File: src/rtl/usb_pkg.sv
// Shared definitions for the USB transmit scheduler: FSM encoding, source
// indices and the default bandscope frame length.
package usb_pkg;

  typedef enum logic [1:0] {
    IDLE = 2'd0,
    BUSY = 2'd1,
    GAP  = 2'd2
  } state_t;

  localparam int N_SRC  = 3;
  localparam int SRC_RX = 0;
  localparam int SRC_ST = 1;
  localparam int SRC_BS = 2;

  localparam int BS_PKTS_DEFAULT = 67;

endpackage

File: src/rtl/usb_prio_pick.sv
// Fixed-priority picker RX > status > BS, with RX optionally masked out so a
// starved source can win one arbitration.
module usb_prio_pick
  import usb_pkg::*;
(
  input  logic [N_SRC-1:0] req,
  input  logic             rx_mask,
  output logic [N_SRC-1:0] winner
);

  logic [N_SRC-1:0] eligible;

  // NOTE: every combinational output gets a default first so no path leaves it unassigned (no latch).
  always_comb begin
    eligible         = req;
    eligible[SRC_RX] = req[SRC_RX] & ~rx_mask;
    winner           = '0;
    if (eligible[SRC_RX])      winner[SRC_RX] = 1'b1;
    else if (eligible[SRC_ST]) winner[SRC_ST] = 1'b1;
    else if (eligible[SRC_BS]) winner[SRC_BS] = 1'b1;
  end

endmodule

File: src/rtl/usb_tx_scheduler.sv
// Arbitrates the FT-FIFO transmit path between RX IQ, status and bandscope
// packets, with inter-packet gap, RX starvation guard and a stuck-grant watchdog.
module usb_tx_scheduler
  import usb_pkg::*;
#(
  parameter int MAX_RX_BURST = 4,
  parameter int GAP_CYCLES   = 2,
  parameter int TIMEOUT      = 2048,
  parameter int TO_W         = 12,
  parameter int BS_PKTS      = BS_PKTS_DEFAULT
) (
  input  logic       usb_clock,
  input  logic       reset,
  input  logic       n_TXE,
  input  logic       rx_req,
  input  logic       bs_req,
  input  logic       st_req,
  input  logic       rx_done,
  input  logic       bs_done,
  input  logic       st_done,
  input  logic       err_clr,
  output logic       rx_gnt,
  output logic       bs_gnt,
  output logic       st_gnt,
  output logic [7:0] bs_pn,
  output logic       bs_frame_done,
  output logic       timeout_err,
  output logic       busy
);

  localparam int STREAK_W = $clog2(MAX_RX_BURST + 1);
  localparam int GAP_W    = (GAP_CYCLES > 1) ? $clog2(GAP_CYCLES) : 1;

  localparam logic [STREAK_W-1:0] STREAK_MAX = STREAK_W'(MAX_RX_BURST);
  localparam logic [TO_W-1:0]     WD_LAST    = TO_W'(TIMEOUT - 1);
  localparam logic [GAP_W-1:0]    GAP_LAST   = GAP_W'((GAP_CYCLES > 0) ? GAP_CYCLES - 1 : 0);
  localparam logic [7:0]          PN_LAST    = 8'(BS_PKTS - 1);

  state_t              state;
  logic [N_SRC-1:0]    gnt;
  logic [N_SRC-1:0]    req;
  logic [N_SRC-1:0]    done_vec;
  logic [N_SRC-1:0]    winner;
  logic [STREAK_W-1:0] rx_streak;
  logic [TO_W-1:0]     wd_cnt;
  logic [GAP_W-1:0]    gap_cnt;
  logic                others_pending;
  logic                rx_mask;
  logic                done_hit;

  always_comb begin
    req              = '0;
    req[SRC_RX]      = rx_req;
    req[SRC_ST]      = st_req;
    req[SRC_BS]      = bs_req;
    done_vec         = '0;
    done_vec[SRC_RX] = rx_done;
    done_vec[SRC_ST] = st_done;
    done_vec[SRC_BS] = bs_done;
  end

  assign others_pending = st_req | bs_req;
  assign rx_mask        = (rx_streak == STREAK_MAX) & others_pending;
  // Only the owner's done counts; strays from other sources fall out here.
  assign done_hit       = |(gnt & done_vec);

  usb_prio_pick u_pick (
    .req     (req),
    .rx_mask (rx_mask),
    .winner  (winner)
  );

  // NOTE: sequential state uses non-blocking assignments only, so every register samples pre-edge values.
  always_ff @(posedge usb_clock or negedge reset) begin
    if (!reset) begin
      state         <= IDLE;
      gnt           <= '0;
      busy          <= 1'b0;
      rx_streak     <= '0;
      wd_cnt        <= '0;
      gap_cnt       <= '0;
      bs_pn         <= '0;
      bs_frame_done <= 1'b0;
      timeout_err   <= 1'b0;
    end else begin
      bs_frame_done <= 1'b0;
      // A timeout later in this block overrides the clear.
      if (err_clr) timeout_err <= 1'b0;

      case (state)
        IDLE: begin
          if (!n_TXE && (|req)) begin
            gnt    <= winner;
            busy   <= 1'b1;
            state  <= BUSY;
            wd_cnt <= '0;
            if (winner[SRC_RX] && others_pending) begin
              if (rx_streak != STREAK_MAX) rx_streak <= rx_streak + 1'b1;
            end else begin
              rx_streak <= '0;
            end
          end
        end

        BUSY: begin
          if (done_hit || (wd_cnt == WD_LAST)) begin
            gnt     <= '0;
            wd_cnt  <= '0;
            gap_cnt <= '0;
            if (GAP_CYCLES == 0) begin
              state <= IDLE;
              busy  <= 1'b0;
            end else begin
              state <= GAP;
            end
            if (!done_hit) begin
              timeout_err <= 1'b1;
            end else if (gnt[SRC_BS]) begin
              if (bs_pn == PN_LAST) begin
                bs_pn         <= '0;
                bs_frame_done <= 1'b1;
              end else begin
                bs_pn <= bs_pn + 8'd1;
              end
            end
          end else begin
            wd_cnt <= wd_cnt + 1'b1;
          end
        end

        GAP: begin
          if (gap_cnt == GAP_LAST) begin
            state <= IDLE;
            busy  <= 1'b0;
          end else begin
            gap_cnt <= gap_cnt + 1'b1;
          end
        end

        default: begin
          state <= IDLE;
          gnt   <= '0;
          busy  <= 1'b0;
        end
      endcase
    end
  end

  assign rx_gnt = gnt[SRC_RX];
  assign st_gnt = gnt[SRC_ST];
  assign bs_gnt = gnt[SRC_BS];

endmodule

File: config.mk
export PLATFORM = sky130hd
export DESIGN_NAME = usb_tx_scheduler
export DESIGN_NICKNAME = d
export VERILOG_FILES = /design/src/rtl/usb_pkg.sv /design/src/rtl/usb_prio_pick.sv /design/src/rtl/usb_tx_scheduler.sv
export SDC_FILE = /design/constraint.sdc
export NUM_CORES = 1
export LEC_CHECK = 0
export ABC_AREA = 1
export CORE_ASPECT_RATIO = 0.6
export CORE_MARGIN = 3
export CORE_UTILIZATION = 40
export CTS_CLUSTER_SIZE = 30
export DETAILED_ROUTE_END_ITERATION = 12
export GPL_TIMING_DRIVEN = 0
export SETUP_SLACK_MARGIN = 0.4
export SYNTH_ARGS = -nofsm -noshare
export SYNTH_HDL_FRONTEND = slang
export SYNTH_HIERARCHICAL = 1
export SYNTH_SLANG_ARGS = --single-unit
File: constraint.sdc
create_clock -name usb_clock -period 1.75 [get_ports usb_clock]
set_clock_uncertainty 0.2 [all_clocks]
set_input_delay 0.175 -clock usb_clock [delete_from_list [all_inputs] [get_ports usb_clock]]
set_output_delay 0.175 -clock usb_clock [all_outputs]
set_load 0.005 [all_outputs]
== Yosys cells after proc, flatten, opt, wreduce, memory -nomap -nowiden ==
Cells that the tools add are included.
Storage, ports and cells
  input port bits: 10
  output and inout port bits: 14
  register bits: 32
  word-level logic and storage cells: 79
Cells by class
  bitwise operators: 7
  add/subtract/negate cells: 4
  eq/ne operators: 10
  multiplexer cells: 33
  reduce and logical (&&, ||, !) cells: 16
Operators by type and width (count)
  $mux 12: 2
  $pmux 12 s2: 1
  $mux 1: 17
  $add 12x1->12 const B: 1
  $eq 12x11->1 const B: 1
  $mux 3: 4
  $reduce_and 3->1: 4
  $pmux 3 s3: 1
  $add 8x1->8 const B: 1
  $eq 8x7->1 const B: 1
  $mux 2: 4
  $mux 8: 1
  $ne 2x2->1 const B: 3
  $pmux 2 s3: 1
  $reduce_or 3->1: 2
  $reduce_and 2->1: 2
  $reduce_and 4->1: 1
  $reduce_bool 2->1: 2
  $add 3x1->3 const B: 1
  $and 3x3->3: 1
  $eq 3x3->1 const B: 1
  $ne 3x3->1 const B: 1
  $not 1->1: 3
  $pmux 1 s3: 1
  11 further kinds: 13

== Depth between registers and ports, before layout ==
  depth after elaboration: 8
  depth in mapped cells: 11
  gate-level depth less buffers: 11

== Hierarchy ==
The synthesis kept the hierarchy.
Modules (own cells, without submodules)
  usb_tx_scheduler: cells an instance 253, seq. area each 800.8 um2, area an instance 1866.8 um2, instances 1
  usb_prio_pick: cells an instance 6, seq. area each 0.0 um2, area an instance 35.0 um2, instances 1

== Worst setup path before layout ==
No wires, ideal clock.
  path kind: register -> register
  start: register rx_streak[0]
  end: register rx_streak[0]
  data required time: 1424 ps
  setup time: 126 ps
  period minus slack after synthesis: 1701 ps
  slack: 49 ps
  stages on the path, launching flop included: 11
  arrival time: 1375 ps
  buffers on the path: 0
  cells stage by stage: dfrtp_1 -> inv_1 -> ha_1 -> nand2_1 -> nor2_1 -> nor2_4 -> inv_1 -> nor2_1 -> nand3_1 -> nand2_1 -> o21ai_0
On the way
  longest elaborated chain between the ends: 8
  elaborated cells on any way between the ends: 12
  those cells by class: 1 x add/sub; 3 x eq/ne; 3 x mux; 3 x bitwise; 2 x reduce/logical
Ends and longest elaborated chain
  start: declaration: RTL line usb_tx_scheduler.sv:44  | logic [STREAK_W-1:0] rx_streak;
  start signal: assignment: RTL line usb_tx_scheduler.sv:98  | if (rx_streak != STREAK_MAX) rx_streak <= rx_streak + 1'b1;
  $eq 3x3->1 *: RTL line usb_tx_scheduler.sv:63  | assign rx_mask = (rx_streak == STREAK_MAX) & others_pending;
  $and 1x1->1 *: RTL line usb_tx_scheduler.sv:63
  named net rx_mask: RTL line usb_tx_scheduler.sv:48  | logic rx_mask;
  $not 1->1 *: RTL line usb_prio_pick.sv:16  | eligible[SRC_RX] = req[SRC_RX] & ~rx_mask;
  $and 1x1->1 *: RTL line usb_prio_pick.sv:16
  $mux 1 *: RTL line usb_prio_pick.sv:18  | if (eligible[SRC_RX]) winner[SRC_RX] = 1'b1;
  named net winner[0]: RTL line usb_tx_scheduler.sv:43  | logic [N_SRC-1:0] winner;
  $logic_and 1x1->1 *: RTL line usb_tx_scheduler.sv:97  | if (winner[SRC_RX] && others_pending) begin
  $ne 2x1->1 (no line)
  $reduce_and 3->1 (no line)
The timed path passes the listed nets; every way through them passes the cells marked *. The select of a mux whose other input is x is not followed.
A chain may end at the register's enable or synchronous reset.

== Final worst setup path ==
  start: register rx_streak[0]
  end: register rx_streak[1]
The elaborated chain is that of the path after synthesis.

==> summary.txt <==
Worst setup path
  – CP arrival: 1.59 ns
  – CP top delay family: simple AND/OR/NAND/NOR gates
  – Bufs and invs on worst path: 2
  – Setup Crit Path Kind: reg -> reg
  – R2R depth: 11
  – Worst setup EP type: register
  – CP peak stage delay: about 0.38 ns
  – CP Cell Sequence: inv_2 > ha_4 > nand2_4 > nor2_4 > nor2_4 > inv_2 > nor2_4 > nand3_2 > nand2_4 > nand2_1 > o21ai_1
  – CP Max Fanout: 6
  – Startpoint class of the critical path: register
  – Required @ worst endpoint: ~1.8 ns
  – R2r startpoint: rx_streak[0]
  – FF-to-FF End: rx_streak[1]
  – Critical path's most frequent cell: nor2_4
  – Crit-path slowest cell: dfrtp_1
  – R2R setup slack: roughly 0.17 ns

Timing
  – Final Hold Vio Count: 0
  – RSZ-0062 raised after global routing: yes
  – Final setup viols: 0
  – Min Tclk post-route: 1.58 ns
  – Worst Max-Slew Pin Slew: 0.453 ns
  – Slew headroom: 0.698
  – Final period utilization: 0.905
  – Max Transition Viols Final: 0
  – Total Negative Setup Slacks: 0 ns
  – F_max: between 600 and 700 MHz

Clock network
  – Clock sink count: 32
  – H-tree depth: 2
  – Worst-Skew Late Latency: 0.28 ns
  – Maximum clock path buffer count: 2
  – Clock edge transition at the registers on the reported setup and hold paths: 0.07 ns
  – CTS tree: yes
  – CTS Buf Count: 5
  – Clock root cell: clkbuf_8

Floorplan
  – Die H: 59.4 um
  – # rows: 18
  – I/O pin cnt: 24
  – Die Wd: between 90 and 100 um
  – Initial Util: 0.438
  – Die area: 5650 um^2
  – Core footprint: 4350 um^2

Global route
  – Aggregate global-route resource usage: 0.188
  – Initial antenna violation count: 0
  – Pin count of the biggest net entering global routing: 33
  – Vias in the first global route: roughly 1600
  – Global-route wire length before repair: slightly above 8 mm
  – Total congestion overflow: 0

Drt
  – Total vias in the final route: 1871
  – Iter 0 DRT Violations: 88
  – TritonRoute pass-1 iters: 4
  – WL per Instance: 13.4 um
  – Routed wire length: 5.20 mm
  – DR vias/cell: slightly below 5
  – Residual DRC count: 0
  – Antenna viol nets, final: 0

Logic synthesis
  – Combinational family with the most area after synthesis: simple AND/OR/NAND/NOR gates
  – Post-synthesis mux area share: 0
  – Post-synthesis compound-gate area fraction: 0.0454
  – Synth Area in Simple Gates: 0.384
  – Post-Synth Adder-Cell Area: 0.0329
  – Post-Syn Area: 1900 um^2
  – YS warnings: 6
  – Syn nets: around 270
  – Sequential-to-total area share from yosys stat: 0.421
  – Post-synth cell types: 27
  – Synth Area per Inst: 7.34 um^2
  – FF+latch count, synth: 32
  – Post-Synth XOR/XNOR Area: 0.0368
  – Post-Synthesis Cells: about 260

Placement
  – I/O Buffers: 23
  – Routability cong.: 0.812
  – Placed cell area: roughly 2300 um^2
  – Post-DP HPWL: 3.10 mm

Pwr
  – Sw Pwr: 1670 uW
  – Internal: between 2000 and 2500 uW
  – Max rail drop VDD: 0.701 mV
  – Combinational share of power: 0.542
  – Flop pwr share: 0.283
  – Leak: 0.00143 uW
  – Pwr Density: 1320 nW/um^2
  – Sw frac: 0.421
  – Clk pwr share: 0.175

Cells and area
  – Share of cells above drive strength 1: 0.424
  – Layout area overhead: 58.2%
  – Filler Cells Inserted: 354
  – Layout Nets: approximately 340
  – Post-route cell area: 3010 um^2
  – Ant. Diodes: 0
  – Final core occ: 0.692

Hold path
  – HP Class: in -> async

Run
  – Max-cap violations: 0

Status
  – Status: finished clean
[synth_stat cells]
master	n	area share
nor2_1	32	0.063
nor3_1	1	0.0026
nor2_2	6	0.020
nand4_1	3	0.0099
dfrtp_1	32	0.42
nand2_4	1	0.0059
nor2_4	2	0.012
ha_1	5	0.033
buf_2	1	0.0026
nand3_2	2	0.011
nand3b_1	1	0.0039
o21ai_1	1	0.0026
o21bai_1	1	0.0039
nand2_1	87	0.17
o21ai_2	1	0.0046
clkinv_4	1	0.0046
xor2_1	8	0.037
inv_1	29	0.057
nand2_2	3	0.0099
buf_6	1	0.0059
nand3_4	2	0.018
or2_2	1	0.0033
inv_2	4	0.0079
clkinv_1	1	0.0020
nand3_1	20	0.053
a21oi_1	6	0.016
o21ai_0	7	0.018
[timing repair]
| item | in CTS | in global routing |
|---|---|---|
| setup buffers | 27 | 7 |
| endpoints found under the setup margin | 45 | 38 |
| cloned | 2 | 1 |
| hold buffers | 1 | 0 |
| endpoints found under the hold margin | 32 | 0 |
| resized for setup | 62 | 65 |
| pin swaps | 19 | 25 |
[cell usage in the layout, fill, tap and decap left out, types with 2 or more instances in the layout]
cell	instances
nor2_4	11
clkbuf_2	2
nand2_8	2
inv_1	22
ha_4	4
nand2_1	72
inv_2	9
clkbuf_8	5
nand2_4	7
dlygate4sd2_1	10
a21oi_2	4
dfrtp_2	8
nor2_1	19
nor2_2	10
nand3_2	9
buf_4	28
nand2_2	10
nand3_4	8
clkbuf_4	2
dfrtp_1	24
buf_6	8
o21ai_2	3
clkdlybuf4s15_1	2
xor2_1	7
o21ai_1	6
clkdlybuf4s50_1	6
nand3_1	9
dlymetal6s2s_1	2
nand4_1	3
[registers in the layout, summed over array words and instances, names as in the netlist]
signal and cells:
wd_cnt 12, bs_pn 8, gnt 3, rx_streak 3, state 2, bs_frame_done 1, busy 1, gap_cnt 1
timeout_err 1
[power groups by stage]
| stage | sequential, uW | clock [uW] | combinational (uW) |
|---|---|---|---|
| after floorplan | 1090 | 0 | 870 |
| after global placement | 1110 | 0 | 1260 |
| after detailed placement | 1110 | 0 | 1280 |
| after CTS | 1090 | 706 | 1810 |
| after global routing | 1160 | 748 | 2350 |
| final | 1120 | 698 | 2150 |
[final cells by class]
type / instances / area [um^2] / share of cell area
Multi-Input combinational cell: 192 / 1340 / 0.446
Timing Repair Buffer: 59 / 505 / 0.168
Inverter: 35 / 146 / 0.0487
Clock buffer: 6 / 72.6 / 0.0241
Buffer: 2 / 22.5 / 0.00749
Sequential cell: 32 / 811 / 0.270
Clock inverter: 2 / 35.0 / 0.0116
Tap cell: 60 / 75.1 / 0.0250
[per-stage QoR]
step,total power (uW),hold slack [ns],setup WS (ns),instances
finish,3980,0.201,0.166,388
global route,4250,0.234,0.0534,388
CTS,3610,0.273,0.145,380
detailed placement,2390,0.0759,-0.226,342
global placement,2380,0.257,-0.344,342
floorplan,1960,-0.321,0.212,259
[cells by family after synthesis]
family	count (synthesis)
buffers and inverters	37
AO/OA/AOI/OAI	16
AND/OR/NAND/NOR	161
XOR/XNOR	8
adder cells (fa/ha/maj)	5
flip-flops	32
[worst max-delay path by stage]
stage                      start            to  slack, ns  depth (start not counted)
floorplan           rx_streak[0]  rx_streak[2]       0.21                         11
global placement           reset     wd_cnt[6]      -0.34                          1
detailed placement        st_req    wd_cnt[11]      -0.23                          9
CTS                 rx_streak[0]  rx_streak[0]       0.15                         11
global route        rx_streak[0]  rx_streak[2]       0.05                         11
finish              rx_streak[0]  rx_streak[1]       0.17                         11
[worst register-to-register path, cell delays in order (launching register included)]
cell and delay (ns):
dfrtp_1 0.38, inv_2 0.06, ha_4 0.16, nand2_4 0.07
nor2_4 0.04, nor2_4 0.09, inv_2 0.05, nor2_4 0.13
nand3_2 0.11, nand2_4 0.10, nand2_1 0.06, o21ai_1 0.06
[metal layers]
metal,vias to the layer above,global-route usage,wire [um]
li1,954,-,-
met1,862,0.290,2550
met2,53,0.266,2280
met3,2,0.0508,347
met4,0,0.0287,16
met5,-,0,0
No activity file was read; power rests on OpenSTA's default activity.
